==> src/rtl/mac_seq_ctrl.sv <==
// Upstream sequencer for mac_wrapper: streams activation vectors against four held weights,
// feeds the MAC output back as c, and returns the accumulated dot product on a result port.
module mac_seq_ctrl #(
  parameter int unsigned bw      = 4,
  parameter int unsigned psum_bw = 16,
  parameter int unsigned len_bw  = 8
) (
  input  logic               clk,
  input  logic               reset,
  input  logic               w_load,
  input  logic [4*bw-1:0]    w_in,
  input  logic               start,
  input  logic [len_bw-1:0]  len,
  input  logic               act_valid,
  output logic               act_ready,
  input  logic [4*bw-1:0]    act_in,
  output logic [bw-1:0]      a0,
  output logic [bw-1:0]      a1,
  output logic [bw-1:0]      a2,
  output logic [bw-1:0]      a3,
  output logic [bw-1:0]      b0,
  output logic [bw-1:0]      b1,
  output logic [bw-1:0]      b2,
  output logic [bw-1:0]      b3,
  output logic [psum_bw-1:0] c,
  input  logic [psum_bw-1:0] mac_out,
  output logic               res_valid,
  input  logic               res_ready,
  output logic [psum_bw-1:0] res
);

  typedef enum logic [1:0] {StIdle, StRun, StDrain, StDone} state_e;

  localparam logic [len_bw-1:0] LenOne = 1;

  state_e              state_q, state_d;
  logic [4*bw-1:0]     w_q, w_d;
  logic [len_bw-1:0]   len_q, len_d;
  logic [len_bw-1:0]   count_q, count_d;
  logic                started_q, started_d;
  logic [psum_bw-1:0]  res_q, res_d;
  logic                accept;

  always_ff @(posedge clk) begin
    if (reset) begin
      state_q   <= StIdle;
      w_q       <= '0;
      len_q     <= '0;
      count_q   <= '0;
      started_q <= 1'b0;
      res_q     <= '0;
    end else begin
      state_q   <= state_d;
      w_q       <= w_d;
      len_q     <= len_d;
      count_q   <= count_d;
      started_q <= started_d;
      res_q     <= res_d;
    end
  end

  always_comb begin
    state_d   = state_q;
    w_d       = w_q;
    len_d     = len_q;
    count_d   = count_q;
    started_d = started_q;
    res_d     = res_q;
    act_ready = 1'b0;
    res_valid = 1'b0;
    accept    = 1'b0;
    unique case (state_q)
      StIdle: begin
        if (w_load) w_d = w_in;
        if (start) begin
          len_d     = len;
          count_d   = '0;
          started_d = 1'b0;
          // An empty vector list completes immediately with a zero result.
          if (len == '0) begin
            res_d   = '0;
            state_d = StDone;
          end else begin
            state_d = StRun;
          end
        end
      end
      StRun: begin
        act_ready = (count_q < len_q);
        accept    = act_valid & act_ready;
        if (accept) begin
          count_d   = count_q + LenOne;
          started_d = 1'b1;
          if (count_q == len_q - LenOne) state_d = StDrain;
        end
      end
      StDrain: begin
        // The last vector's product has now been folded into mac_out.
        res_d   = mac_out;
        state_d = StDone;
      end
      StDone: begin
        res_valid = 1'b1;
        if (res_ready) begin
          state_d   = StIdle;
          started_d = 1'b0;
          count_d   = '0;
        end
      end
      default: state_d = StIdle;
    endcase
  end

  // Cycles without an accepted vector drive zeros so the running sum passes through unchanged.
  assign a0 = accept ? act_in[0*bw +: bw] : '0;
  assign a1 = accept ? act_in[1*bw +: bw] : '0;
  assign a2 = accept ? act_in[2*bw +: bw] : '0;
  assign a3 = accept ? act_in[3*bw +: bw] : '0;

  assign b0 = w_q[0*bw +: bw];
  assign b1 = w_q[1*bw +: bw];
  assign b2 = w_q[2*bw +: bw];
  assign b3 = w_q[3*bw +: bw];

  assign c   = started_q ? mac_out : '0;
  assign res = res_q;

endmodule

==> config.mk <==
export PLATFORM = sky130hd
export DESIGN_NAME = mac_seq_ctrl
export DESIGN_NICKNAME = d
export VERILOG_FILES = /design/src/rtl/mac_seq_ctrl.sv
export SDC_FILE = /design/constraint.sdc
export NUM_CORES = 1
export LEC_CHECK = 0
export CORE_MARGIN = 10
export CORE_UTILIZATION = 45
export CTS_CLUSTER_DIAMETER = 60
export DETAILED_ROUTE_END_ITERATION = 6
export PLACE_DENSITY = 0.94
export SYNTH_ARGS = -nofsm -noshare
export SYNTH_HDL_FRONTEND = slang
export SYNTH_SLANG_ARGS = --single-unit
export TNS_END_PERCENT = 50
==> constraint.sdc <==
create_clock -name clk -period 6.5 [get_ports clk]
set_input_delay 1.3 -clock clk [delete_from_list [all_inputs] [get_ports clk]]
set_output_delay 1.3 -clock clk [all_outputs]
set_load 0.1 [all_outputs]
=== Yosys cells after proc, flatten, opt, wreduce, memory -nomap -nowiden ===
Cells that the tools add are included.

* Flip-flop bits (word level): 51
* Input port bits: 62
* Output and inout port bits: 66
* Word-level logic and storage cells: 53

* Add/sub/neg operators: 2
* Order comparisons: 1
* Equality and inequality tests: 9
* Muxes and demuxes: 25
* Bitwise operators: 1
* Reduce and logical (&&, ||, !) cells: 9

{| class="wikitable"
|+ Operators by type and width
! operator !! count
|-
| 16-bit 2-to-1 mux || 3
|-
| 16-bit one-hot mux with 2 select lines || 1
|-
| 8-bit 2-to-1 mux || 3
|-
| 8-bit one-hot mux with 3 select lines || 1
|-
| 4-bit 2-to-1 mux || 4
|-
| 2-bit 2-to-1 mux || 5
|-
| 2-bit != test, second input constant || 5
|-
| 8-bit by 1-bit adder with 8-bit output, second input constant || 1
|-
| 8-bit == test || 1
|-
| 8-bit logical NOT || 1
|-
| 8-bit less-than comparator || 1
|-
| 2-bit one-hot mux with 4 select lines || 1
|-
| 4-bit AND reduction || 2
|-
| 8-bit by 1-bit subtractor with 8-bit output, second input constant || 1
|-
| 1-bit 2-to-1 mux || 6
|-
| 2-bit == test, second input constant || 2
|-
| 2-bit AND reduction || 2
|-
| 1-bit one-hot mux with 3 select lines || 1
|-
| 3-bit AND reduction || 1
|-
| 3-bit nonzero test || 1
|-
| 2-bit by 1-bit == test with 1-bit output, second input constant || 1
|-
| 2-bit logical NOT || 1
|-
| 2-bit nonzero test || 1
|-
| 1-bit bitwise AND || 1
|}

=== Depth between registers and ports, before layout ===
* Word-level depth: 5
* Depth in mapped cells: 9
* Mapped depth without buffers: 8

=== Worst setup path after synthesis ===
Ideal clock, no wire load.

* Path kind: flip-flop to output port
* Start: register len_q[6]
* End: output port a1[0]
* Arrival: 3.368 ns
* Required time: 5.200 ns
* Slack: 1.832 ns
* Cell stages (with the launch flop): 9
* Buffers on the path: 1
* Path through: dfxtp_1 > inv_1 > ha_1 > a41o_1 > a21oi_1 > nand2_1 > nor2_1 > clkbuf_1 > and3_1

* Longest elaborated chain between the ends: 4

{| class="wikitable"
|+ RTL lines
! item !! line !! text
|-
| start: declaration || 38 || <nowiki>logic [len_bw-1:0] len_q, len_d;</nowiki>
|-
| start signal: assignment || 55 || <nowiki>len_q <= len_d;</nowiki>
|-
| 8-bit less-than comparator || 89 || <nowiki>act_ready = (count_q < len_q);</nowiki>
|-
| 1-bit bitwise AND || 90 || <nowiki>accept = act_valid & act_ready;</nowiki>
|-
| 1-bit 2-to-1 mux || 72 || <nowiki>unique case (state_q)</nowiki>
|-
| 4-bit 2-to-1 mux || 116 || <nowiki>assign a1 = accept ? act_in[1*bw +: bw] : '0;</nowiki>
|-
| end: declaration || 18 || <nowiki>output logic [bw-1:0] a1,</nowiki>
|}

No other way between the ends.

=== Final worst setup path ===
* Start: register len_q[6]
* End: output port a3[2]

* Longest elaborated chain between the ends: 4

{| class="wikitable"
|+ RTL lines
! item !! line !! text
|-
| 8-bit less-than comparator || 89 ||
|-
| 1-bit bitwise AND || 90 ||
|-
| 1-bit 2-to-1 mux || 72 ||
|-
| 4-bit 2-to-1 mux || 118 || <nowiki>assign a3 = accept ? act_in[3*bw +: bw] : '0;</nowiki>
|-
| end: declaration || 20 || <nowiki>output logic [bw-1:0] a3,</nowiki>
|}

No other way between the ends.

==> results.cfg <==
[drt]
drc = 0
viasPerCell = 5.39
drt-wirelength-per-cell_microns = 16.9
dr.pass1.iters = 4
antenna_left = 0
vias = 2900
drt_iter0_markers = 144
finalWirelength_microns = 9110

[placed_design]
portBuffers = 127
gp_congestion = 0.856
dp_slack_ps = 1790
dp_hpwl_microns = 7090

[die]
dieArea_sq_um = 9660
die_y_microns = 98.3
core_sq_um = 5920
die_w_microns = 98.3
io_pins = 128
initial_utilization_pct = 46.6
num_rows = 28

[setup_path]
cp_slowest_cell = clkdlybuf4s50_1
critPathLaunchType = register
startpoint = len_q[6]
r2r-end = count_q[4]
worst-endpoint-required_ps = 5200
reg2reg_depth = 8
crit_path_end_kind = primary output
worstPathArrival_ps = 3800
max_stage_delay_ps = 1140
endpoint = a3[2]
path_max_fanout = 17
crit_type = reg -> out
reg2reg_setup_slack_ps = 3830
reg2reg_from = state_q[0]
crit_chain = inv_1 > ha_1 > a41o_1 > a21oi_1 > nand2_1 > nor2_1 > and3_1 > clkdlybuf4s50_1

[clocking]
ctsHoldBuffers = 0
post_cts_buffers = 0
cts-root-buf = clkbuf_8
post_cts_resize_count = 0
clock-sinks = 51
h-tree-depth = 2
worst_skew_pair.late_latency_ps = 300
clk_path_buf_depth = 2
cts_tree = built
clk_pin_slew_ps = 90
cts_buffers = 5

[timing]
finalSetupViolCount = 0
finalCriticalPeriod_ps = 5100
final.setup_skew_ps = 4.39
timing.setup.tns_ps = 0
grt_setup_unrepaired = no
worst_slack_ps = 1400
finalMaxSlewViolations = 0
whs_ps = 456
tightest_slew_ps = 1010
hold_viol = 0
timing.fmax_mhz = 196
slew_headroom_pct = 32.7
period_share_pct = 78.5

[cells_and_area]
layout-drive-gt1-share_pct = 4.97
final_common_cell = clkdlybuf4s50_1
final_cell_mix = clkdlybuf4s50_1, nand2_1, dfxtp_1
area_growth_syn_to_layout_pct = 50.0
nets = 540
antenna_cells = 0

[power]
p_leak_nw = 1.65
combinationalPowerShare_pct = 56.6
switching_share_pct = 51.4
p_int_mw = 0.638
p_seq_share_pct = 29.0
powerDensity_nw_per_um2 = 317
switchingPower_mw = 0.676
power_frac_clock_pct = 14.4
peakVddDrop_mv = 0.202

[yosys]
ys_seq_area_share_pct = 37.0
synth_area_leaders = dfxtp_1, nand2_1, a21oi_1, ha_1, nand3_1
ys_async_sr_fraction_pct = 0
syn_area_per_cell_sq_um = 7.95
synth-main-ff-cell = dfxtp_1
synth-edff-count = 0
synth_top_area_cell = dfxtp_1
synth-seq-cells = 51
syn_inst = 347
yosys_warnings = 0
syn-num-nets = 424
yosysTopAreaCellShare_pct = 37.0
synth_cell_types = 50
netlist_area_sq_um = 2760

[grt]
grt_pass1_wl_microns = 15100
grt_max_degree = 45
groute.usage.overall_pct = 18.3
grt.overflow.total = 0
grt_pass1_vias = 3078
grt_antenna_before_repair = 0

[min_path]
hold_class = reg -> reg

[run]
drv_cap = 0

[outcome]
outcome = finished, final reports clean
-- critical path: cells and delay by family (launching register included) --
family	cells	cell delay, ps
DFF	1	450
buffers and inverters	2	1250
AOI/OAI and AO/OA	2	450
adders and majority gates	1	340
and+or+nand+nor	3	1010
-- kinds of logic after synthesis --
family	count (synthesis)	synth area share (%)
fa+ha+maj	15	6.80
buf+inv	35	5.35
compound gates	77	18.0
xor+xnor	9	2.86
simple gates	159	29.6
mux	1	0.408
flops	51	37.0
-- state kept, by name (all words and copies together), names as in the netlist --
| signal | count |
|---|---|
| res | 16 |
| len_q | 8 |
| count_q | 8 |
| w_q | 16 |
| state_q | 2 |
| started_q | 1 |
-- cell type report --
type	count	area [sq um]
Multi-Input combinational cell	261	1590
Timing Repair Buffer	129	1290
Inverter	15	56.3
Fill cell	451	1780
Clock buffer	6	82.6
Clock inverter	1	8.76
Tap cell	75	93.8
Sequential cell	51	1020
-- metal layers --
layer | share of wire, % | track usage, % | routed length [microns] | vias up
li1 | - | - | - | 1439
met1 | 38 | 18.9 | 3500 | 1340
met2 | 51 | 32.6 | 4670 | 99
met3 | 7.9 | 7.40 | 718 | 22
met4 | 2.5 | 6.73 | 226 | 0
met5 | 0 | 0 | 0 | -
-- power groups by stage --
stage	Combinational (mW)	Sequential, mW	Clock [mW]
after global placement	0.719	0.385	0
after floorplan	0.425	0.515	0
after CTS	0.742	0.380	0.196
after detailed placement	0.738	0.387	0
final	0.743	0.381	0.190
after global routing	0.789	0.387	0.207
-- metrics by stage --
stage               area, sq um  power [mW]  instances  util [%]
floorplan                  2760       0.940        347         -
detailed placement         4050        1.12        531      68.4
CTS                        4140        1.32        538      69.9
global route               4140        1.38        538      69.9
finish                     4140        1.31        538      69.9
global placement           4050        1.10        531      68.4
-- worst min-delay path by stage --
stage	from	endpoint	slack [ps]	cells after the start
after floorplan	len_q[7]	len_q[7]	460	2
after global placement	res[6]	res[6]	440	2
after detailed placement	res[11]	res[11]	440	2
after CTS	res[7]	res[7]	460	2
after global routing	w_q[13]	w_q[13]	470	2
final	res[11]	res[11]	460	2
-- Yosys cell counts, types with 2 or more instances --
master / instances
a211o_1: 2
a211oi_1: 3
a211oi_2: 2
a21o_1: 3
a21oi_1: 45
a221o_1: 3
a22o_1: 3
and2_1: 17
and3_1: 20
buf_2: 6
clkbuf_1: 12
dfxtp_1: 51
ha_1: 15
inv_1: 14
nand2_1: 64
nand3_1: 28
nand4_1: 2
nor2_1: 9
nor2b_1: 4
nor3_1: 3
nor4_1: 2
o211ai_1: 2
o21ai_0: 3
xnor2_1: 4
xor2_1: 5
(Power assumes the default switching activity.)
